File: config.mk
export PLATFORM = sky130hd
export DESIGN_NAME = buzzer_sequencer
export DESIGN_NICKNAME = d
export VERILOG_FILES = /design/src/rtl/buzzer_sequencer_pkg.sv /design/src/rtl/buzzer_ms_tick.sv /design/src/rtl/buzzer_sequencer.sv
export SDC_FILE = /design/constraint.sdc
export NUM_CORES = 1
export LEC_CHECK = 0
export BUFFER_PORTS_ARGS = -buffer_cell sky130_fd_sc_hd__buf_2
export CORE_MARGIN = 4
export CORE_UTILIZATION = 63
export CTS_BUF_LIST = sky130_fd_sc_hd__clkbuf_4 sky130_fd_sc_hd__clkbuf_8
export CTS_CLUSTER_DIAMETER = 200
export CTS_CLUSTER_SIZE = 10
export DETAILED_ROUTE_END_ITERATION = 10
export HOLD_SLACK_MARGIN = 0.08
export PLACE_DENSITY = 0.8
export SYNTH_ARGS = -nofsm -noshare
export SYNTH_HDL_FRONTEND = slang
export SYNTH_SLANG_ARGS = --single-unit
File: constraint.sdc
create_clock -name CLK -period 2.85 [get_ports CLK]
set_input_delay 0.57 -clock CLK [delete_from_list [all_inputs] [get_ports CLK]]
set_output_delay 0.57 -clock CLK [all_outputs]
set_load 0.03 [all_outputs]
File: src/rtl/buzzer_sequencer_pkg.sv
// buzzer_sequencer_pkg: FSM encodings, default pattern timing and sizing helpers for the buzzer sequencer.
package buzzer_sequencer_pkg;

  typedef enum logic [1:0] {
    S_IDLE = 2'd0,
    S_ON   = 2'd1,
    S_OFF  = 2'd2
  } state_t;

  typedef enum logic {
    P_ANS = 1'b0,
    P_TO  = 1'b1
  } pat_t;

  localparam int DEF_TICK_DIV  = 50000;
  localparam int DEF_ANS_BEEPS = 1;
  localparam int DEF_ANS_ON_MS = 300;
  localparam int DEF_TO_BEEPS  = 3;
  localparam int DEF_TO_ON_MS  = 200;
  localparam int DEF_OFF_MS    = 100;

  function automatic int max3(input int a, input int b, input int c);
    int m;
    m = a > b ? a : b;
    return m > c ? m : c;
  endfunction

  function automatic int ms_width(input int max_ms);
    return $clog2(max_ms + 1);
  endfunction

endpackage

File: src/rtl/buzzer_ms_tick.sv
// buzzer_ms_tick: millisecond prescaler emitting a one-cycle tick every TICK_DIV clocks, restartable by clr.
module buzzer_ms_tick #(
  parameter int TICK_DIV = 50000
) (
  input  logic clk,
  input  logic rst,
  input  logic clr,
  output logic tick
);

  localparam int W = TICK_DIV > 1 ? $clog2(TICK_DIV) : 1;

  logic [W-1:0] cnt;

  assign tick = cnt == W'(TICK_DIV - 1);

  always_ff @(posedge clk or posedge rst)
    if (rst) cnt <= '0;
    else     cnt <= (clr || tick) ? '0 : cnt + 1'b1;

endmodule

File: src/rtl/buzzer_sequencer.sv
// buzzer_sequencer: latches answer/time-over requests, arbitrates (time-over first) and plays
// each as N timed beeps on mutually exclusive tone-select lines.
module buzzer_sequencer
  import buzzer_sequencer_pkg::*;
#(
  parameter int TICK_DIV  = DEF_TICK_DIV,
  parameter int ANS_BEEPS = DEF_ANS_BEEPS,
  parameter int ANS_ON_MS = DEF_ANS_ON_MS,
  parameter int TO_BEEPS  = DEF_TO_BEEPS,
  parameter int TO_ON_MS  = DEF_TO_ON_MS,
  parameter int OFF_MS    = DEF_OFF_MS
) (
  input  logic CLK,
  input  logic RST,
  input  logic Req_Answer,
  input  logic Req_TimeOver,
  input  logic Clear,
  output logic Tone_Answer,
  output logic Tone_TimeOver,
  output logic Busy,
  output logic Done
);

  localparam int MW = ms_width(max3(ANS_ON_MS, TO_ON_MS, OFF_MS));

  state_t        state, state_n;
  pat_t          pat, pat_n;
  logic          pend_a, pend_t, pend_a_n, pend_t_n;
  logic          load_a, load_t, enter, tick, ms_end;
  logic          done_evt, done_n;
  logic          tone_a_n, tone_t_n, busy_n, done_o_n;
  logic [MW-1:0] ms_cnt, ms_lim;
  logic [3:0]    beeps, beeps_n;

  buzzer_ms_tick #(.TICK_DIV(TICK_DIV)) u_tick (
    .clk (CLK),
    .rst (RST),
    .clr (enter),
    .tick(tick)
  );

  assign ms_lim = state == S_ON ? (pat == P_TO ? MW'(TO_ON_MS - 1) : MW'(ANS_ON_MS - 1))
                                : MW'(OFF_MS - 1);
  assign ms_end = tick && ms_cnt == ms_lim;
  // a pending time-over may cut into an answer already playing
  assign load_t = pend_t && (state == S_IDLE || pat == P_ANS);
  assign load_a = pend_a && !pend_t && state == S_IDLE;
  assign enter  = Clear || load_t || state_n != state;

  always_ff @(posedge CLK or posedge RST)
    if (RST) begin
      state         <= S_IDLE;
      pat           <= P_ANS;
      pend_a        <= 1'b0;
      pend_t        <= 1'b0;
      beeps         <= '0;
      ms_cnt        <= '0;
      done_evt      <= 1'b0;
      Tone_Answer   <= 1'b0;
      Tone_TimeOver <= 1'b0;
      Busy          <= 1'b0;
      Done          <= 1'b0;
    end else begin
      state         <= state_n;
      pat           <= pat_n;
      pend_a        <= pend_a_n;
      pend_t        <= pend_t_n;
      beeps         <= beeps_n;
      ms_cnt        <= enter ? '0 : ms_cnt + MW'(tick && state != S_IDLE);
      done_evt      <= done_n;
      Tone_Answer   <= tone_a_n;
      Tone_TimeOver <= tone_t_n;
      Busy          <= busy_n;
      Done          <= done_o_n;
    end

  always_comb begin
    state_n  = state;
    pat_n    = pat;
    beeps_n  = beeps;
    done_n   = 1'b0;
    pend_t_n = (pend_t && !load_t) || Req_TimeOver;
    pend_a_n = (pend_a && !load_a) || Req_Answer;
    if (Clear) begin
      state_n  = S_IDLE;
      pend_t_n = 1'b0;
      pend_a_n = 1'b0;
      beeps_n  = '0;
    end else if (load_t || load_a) begin
      state_n = S_ON;
      pat_n   = load_t ? P_TO : P_ANS;
      beeps_n = load_t ? 4'(TO_BEEPS - 1) : 4'(ANS_BEEPS - 1);
    end else if (ms_end && state == S_ON) begin
      state_n = S_OFF;
    end else if (ms_end && state == S_OFF) begin
      state_n = beeps != '0 ? S_ON : S_IDLE;
      beeps_n = beeps != '0 ? beeps - 4'd1 : beeps;
      done_n  = beeps == '0;
    end
  end

  // outputs trail the FSM by one edge, except Clear which silences them at once
  always_comb begin
    tone_a_n = !Clear && state == S_ON && pat == P_ANS;
    tone_t_n = !Clear && state == S_ON && pat == P_TO;
    busy_n   = !Clear && state != S_IDLE;
    done_o_n = !Clear && done_evt;
  end

endmodule

==> impl_results.md <==
- Switch share: 23.8%
- Hold Violations, Final: 0
- Worst hold path class: in -> async
- Final Skew: 0.0110 ns
- Yosys warning count: 0
- Layout Nets: 225
- Clock Latency Late Sink: 0.34 ns
- Final WL: 3770 um
- Status: completed
- Number of distinct library cells after synthesis: 43
- Synth area leader: dfrtp_1
- CTS hold repair buffers: 0
- CP arrival: 2.78 ns
- Initial Util: 66.2%
- Initial antenna violation count: 0
- Crit. End Element: register
- Die Ht: 64.9 um
- PD cells: 482 nW/um^2
- First-pass GRT wire length: 6560 um
- Setup Total Neg Slack: 0 ns
- Number of global-route vias before repair: 1458
- Combinational share of power: 9.0%
- Gpl congestion: 0.798
- Post-DP HPWL: 2690 um
- # clock sinks: 39
- DRC: 0
- R2r setup slk: 0.30 ns
- Iter 0 DRT Violations: 81
- Layout cells sized above 1: 13.4%
- Number of synthesized flops with an enable pin: 0
- Synth-to-Final Area Change: 7.92%
- RSZ-0062 raised after global routing: false
- Commonest non-fill, non-tap cell in the layout: nor2_1
- Avg Cell Area, Syn: 9.99 sq um
- Sequential group share of total power: 54.9%
- FP Rows: 20
- Top achievable clock speed: 393 MHz
- Total CTS buffers: 5
- Post-synth net total: 214
- Worst-path clk slew: 0.12 ns
- Ys async rst share: 100%
- VDD IR max: 253 uV
- Port Buffers: 8
- Gr usage total: 20.1%
- Time the worst path needs with I/O delays and setup: 2.55 ns
- Post_cts resized: 0
- # setup viols final: 0
- Routed Antenna Nets: 0
- CP Class: reg -> reg
- Top cells by area, synth: dfrtp_1 48%, nor2_1 7.6%, xor2_1 5.6%
- Slew Limit Fails: 0
- Cell area after placement: 2110 sq um
- Leakage: 0.982 nW
- Diode count: 0
- CTS root buffer: clkbuf_4
- Core area: 3080 sq um
- Width of the die: 64.9 um
- Sw power: 0.000252 W
- CP startpoint kind: register
- #FFs+latches synth: 39
- Vias per cell: 5.60
- First drt pass iteration count: 4
- IO Count: 9
- Commonest cells after routing, fill and taps aside: 41 x nor2_1, 39 x dfrtp_1, 16 x inv_1
- Largest net degree at the start of global routing: 40
- Die area: 4210 sq um
- CP max FO: 4
- Critical Path RT: 3.08 ns
- Total congestion overflow: 0
- CTS tree: yes
- Ys flop type: dfrtp_1
- Routed via count: 1456
- Seq/Total Area, Yosys: 47.9%
- Max-Cap Viols: 0
- Post-synthesis cell area: 2040 sq um
- Synth Instances: 204
- Postcts setup bufs: 0
- Clk pwr share: 36.1%
- Least-Margin Pin Slew: 0.569 ns
- Fin area: 2200 sq um
- DR WL/cell: 14.5 um
- Final design utilization: 71.4%
- Synth top area share: 47.9%
- CTS H-tree lvls: 2
- Cell Int Power: 0.000807 W
- Slew HR: 61.7%
- Max Root-Sink Buffers: 2
- Final Cycle Share: 89.4%
## area by class of cell
cell class | instances | area (sq um)
clock buffer | 6 | 51.3
clock inverter | 2 | 35.0
fill | 235 | 880
inverter | 16 | 60.1
multi-input combinational | 144 | 973
sequential | 39 | 976
tap | 44 | 55.1
timing repair buffer | 9 | 47.5
## state kept, by name, summed over array words and instances (netlist names)
signal / flops
pat: 1
pend_a: 1
done_evt: 1
beeps: 4
state: 2
pend_t: 1
u_tick.cnt: 16
Tone_TimeOver: 1
Busy: 1
ms_cnt: 9
Tone_Answer: 1
Done: 1
## per-stage QoR
stage	instances	worst slack (ns)	hold WS, ns	total power (W)
final	260	0.303	0.323	0.00106
after floorplan	204	0.450	0.433	0.000664
after detailed placement	252	0.316	0.453	0.000689
after global placement	252	0.368	0.448	0.000682
after global routing	260	0.0641	0.360	0.00111
after CTS	260	0.298	0.335	0.00107
## path summary, 6_finish.rpt
| path | start | end | cells after the start |
|---|---|---|---|
| setup reg to reg | u_tick.cnt[13] | ms_cnt[6] | 8 |
| hold reg to reg | u_tick.cnt[0] | u_tick.cnt[0] | 1 |
| hold / removal | RST | u_tick.cnt[0] | 3 |
| setup / recovery | u_tick.cnt[13] | ms_cnt[6] | 8 |
| max in group asynchronous | RST | ms_cnt[2] | 3 |
| min in group CLK | Req_Answer | pend_a | 3 |
## worst max-delay path, cell delays in order (launching register included)
cell and delay, ns:
dfrtp_1 0.43, or4b_4 0.53, or4b_4 0.58, nor2_1 0.12
ha_1 0.22, ha_1 0.24, nand4_1 0.12, xnor2_1 0.15
nor2_1 0.06
## power by group through the flow
stage | sequential, W | combinational [W] | clock [W]
final | 0.000581 | 0.0000951 | 0.000383
after global routing | 0.000584 | 0.000108 | 0.000418
after CTS | 0.000581 | 0.0000975 | 0.000390
after detailed placement | 0.000592 | 0.0000971 | 0
after global placement | 0.000590 | 0.0000920 | 0
after floorplan | 0.000593 | 0.0000711 | 0
## cells in the mapped netlist, types with 2 or more instances
library cell  count
nand2_1           9
xnor2_1           9
a31oi_1           2
a21oi_1           2
nor4_4            2
mux2i_1           2
nor4_1            2
o21ai_0           3
xor2_1           13
and3_1            2
a211oi_1          2
ha_1              5
nor2_1           41
nand3_1           7
clkbuf_1          3
nor2b_1           3
nand4_1           9
nand2b_1          3
or4bb_1           2
inv_1            16
or3b_2            2
nand3b_1          2
dfrtp_1          39
nor3_1            4
or4b_4            2
## per-layer routing
metal | track usage [%] | vias up | routed length [um]
met2 | 34.1 | 30 | 1950
met3 | 4.33 | 7 | 119
met4 | 6.33 | 0 | 54
met5 | 0 | - | 0
met1 | 25.5 | 707 | 1660
li1 | - | 712 | -
## kinds of logic after synthesis
kind of cell,after synthesis,synth area share [%]
fa+ha+maj,5,3.07
simple gates,98,27.0
flops,39,47.9
buf+inv,21,4.30
xor+xnor,22,9.46
mux,3,1.54
compound gates,16,6.70
(Power assumes the default switching activity.)
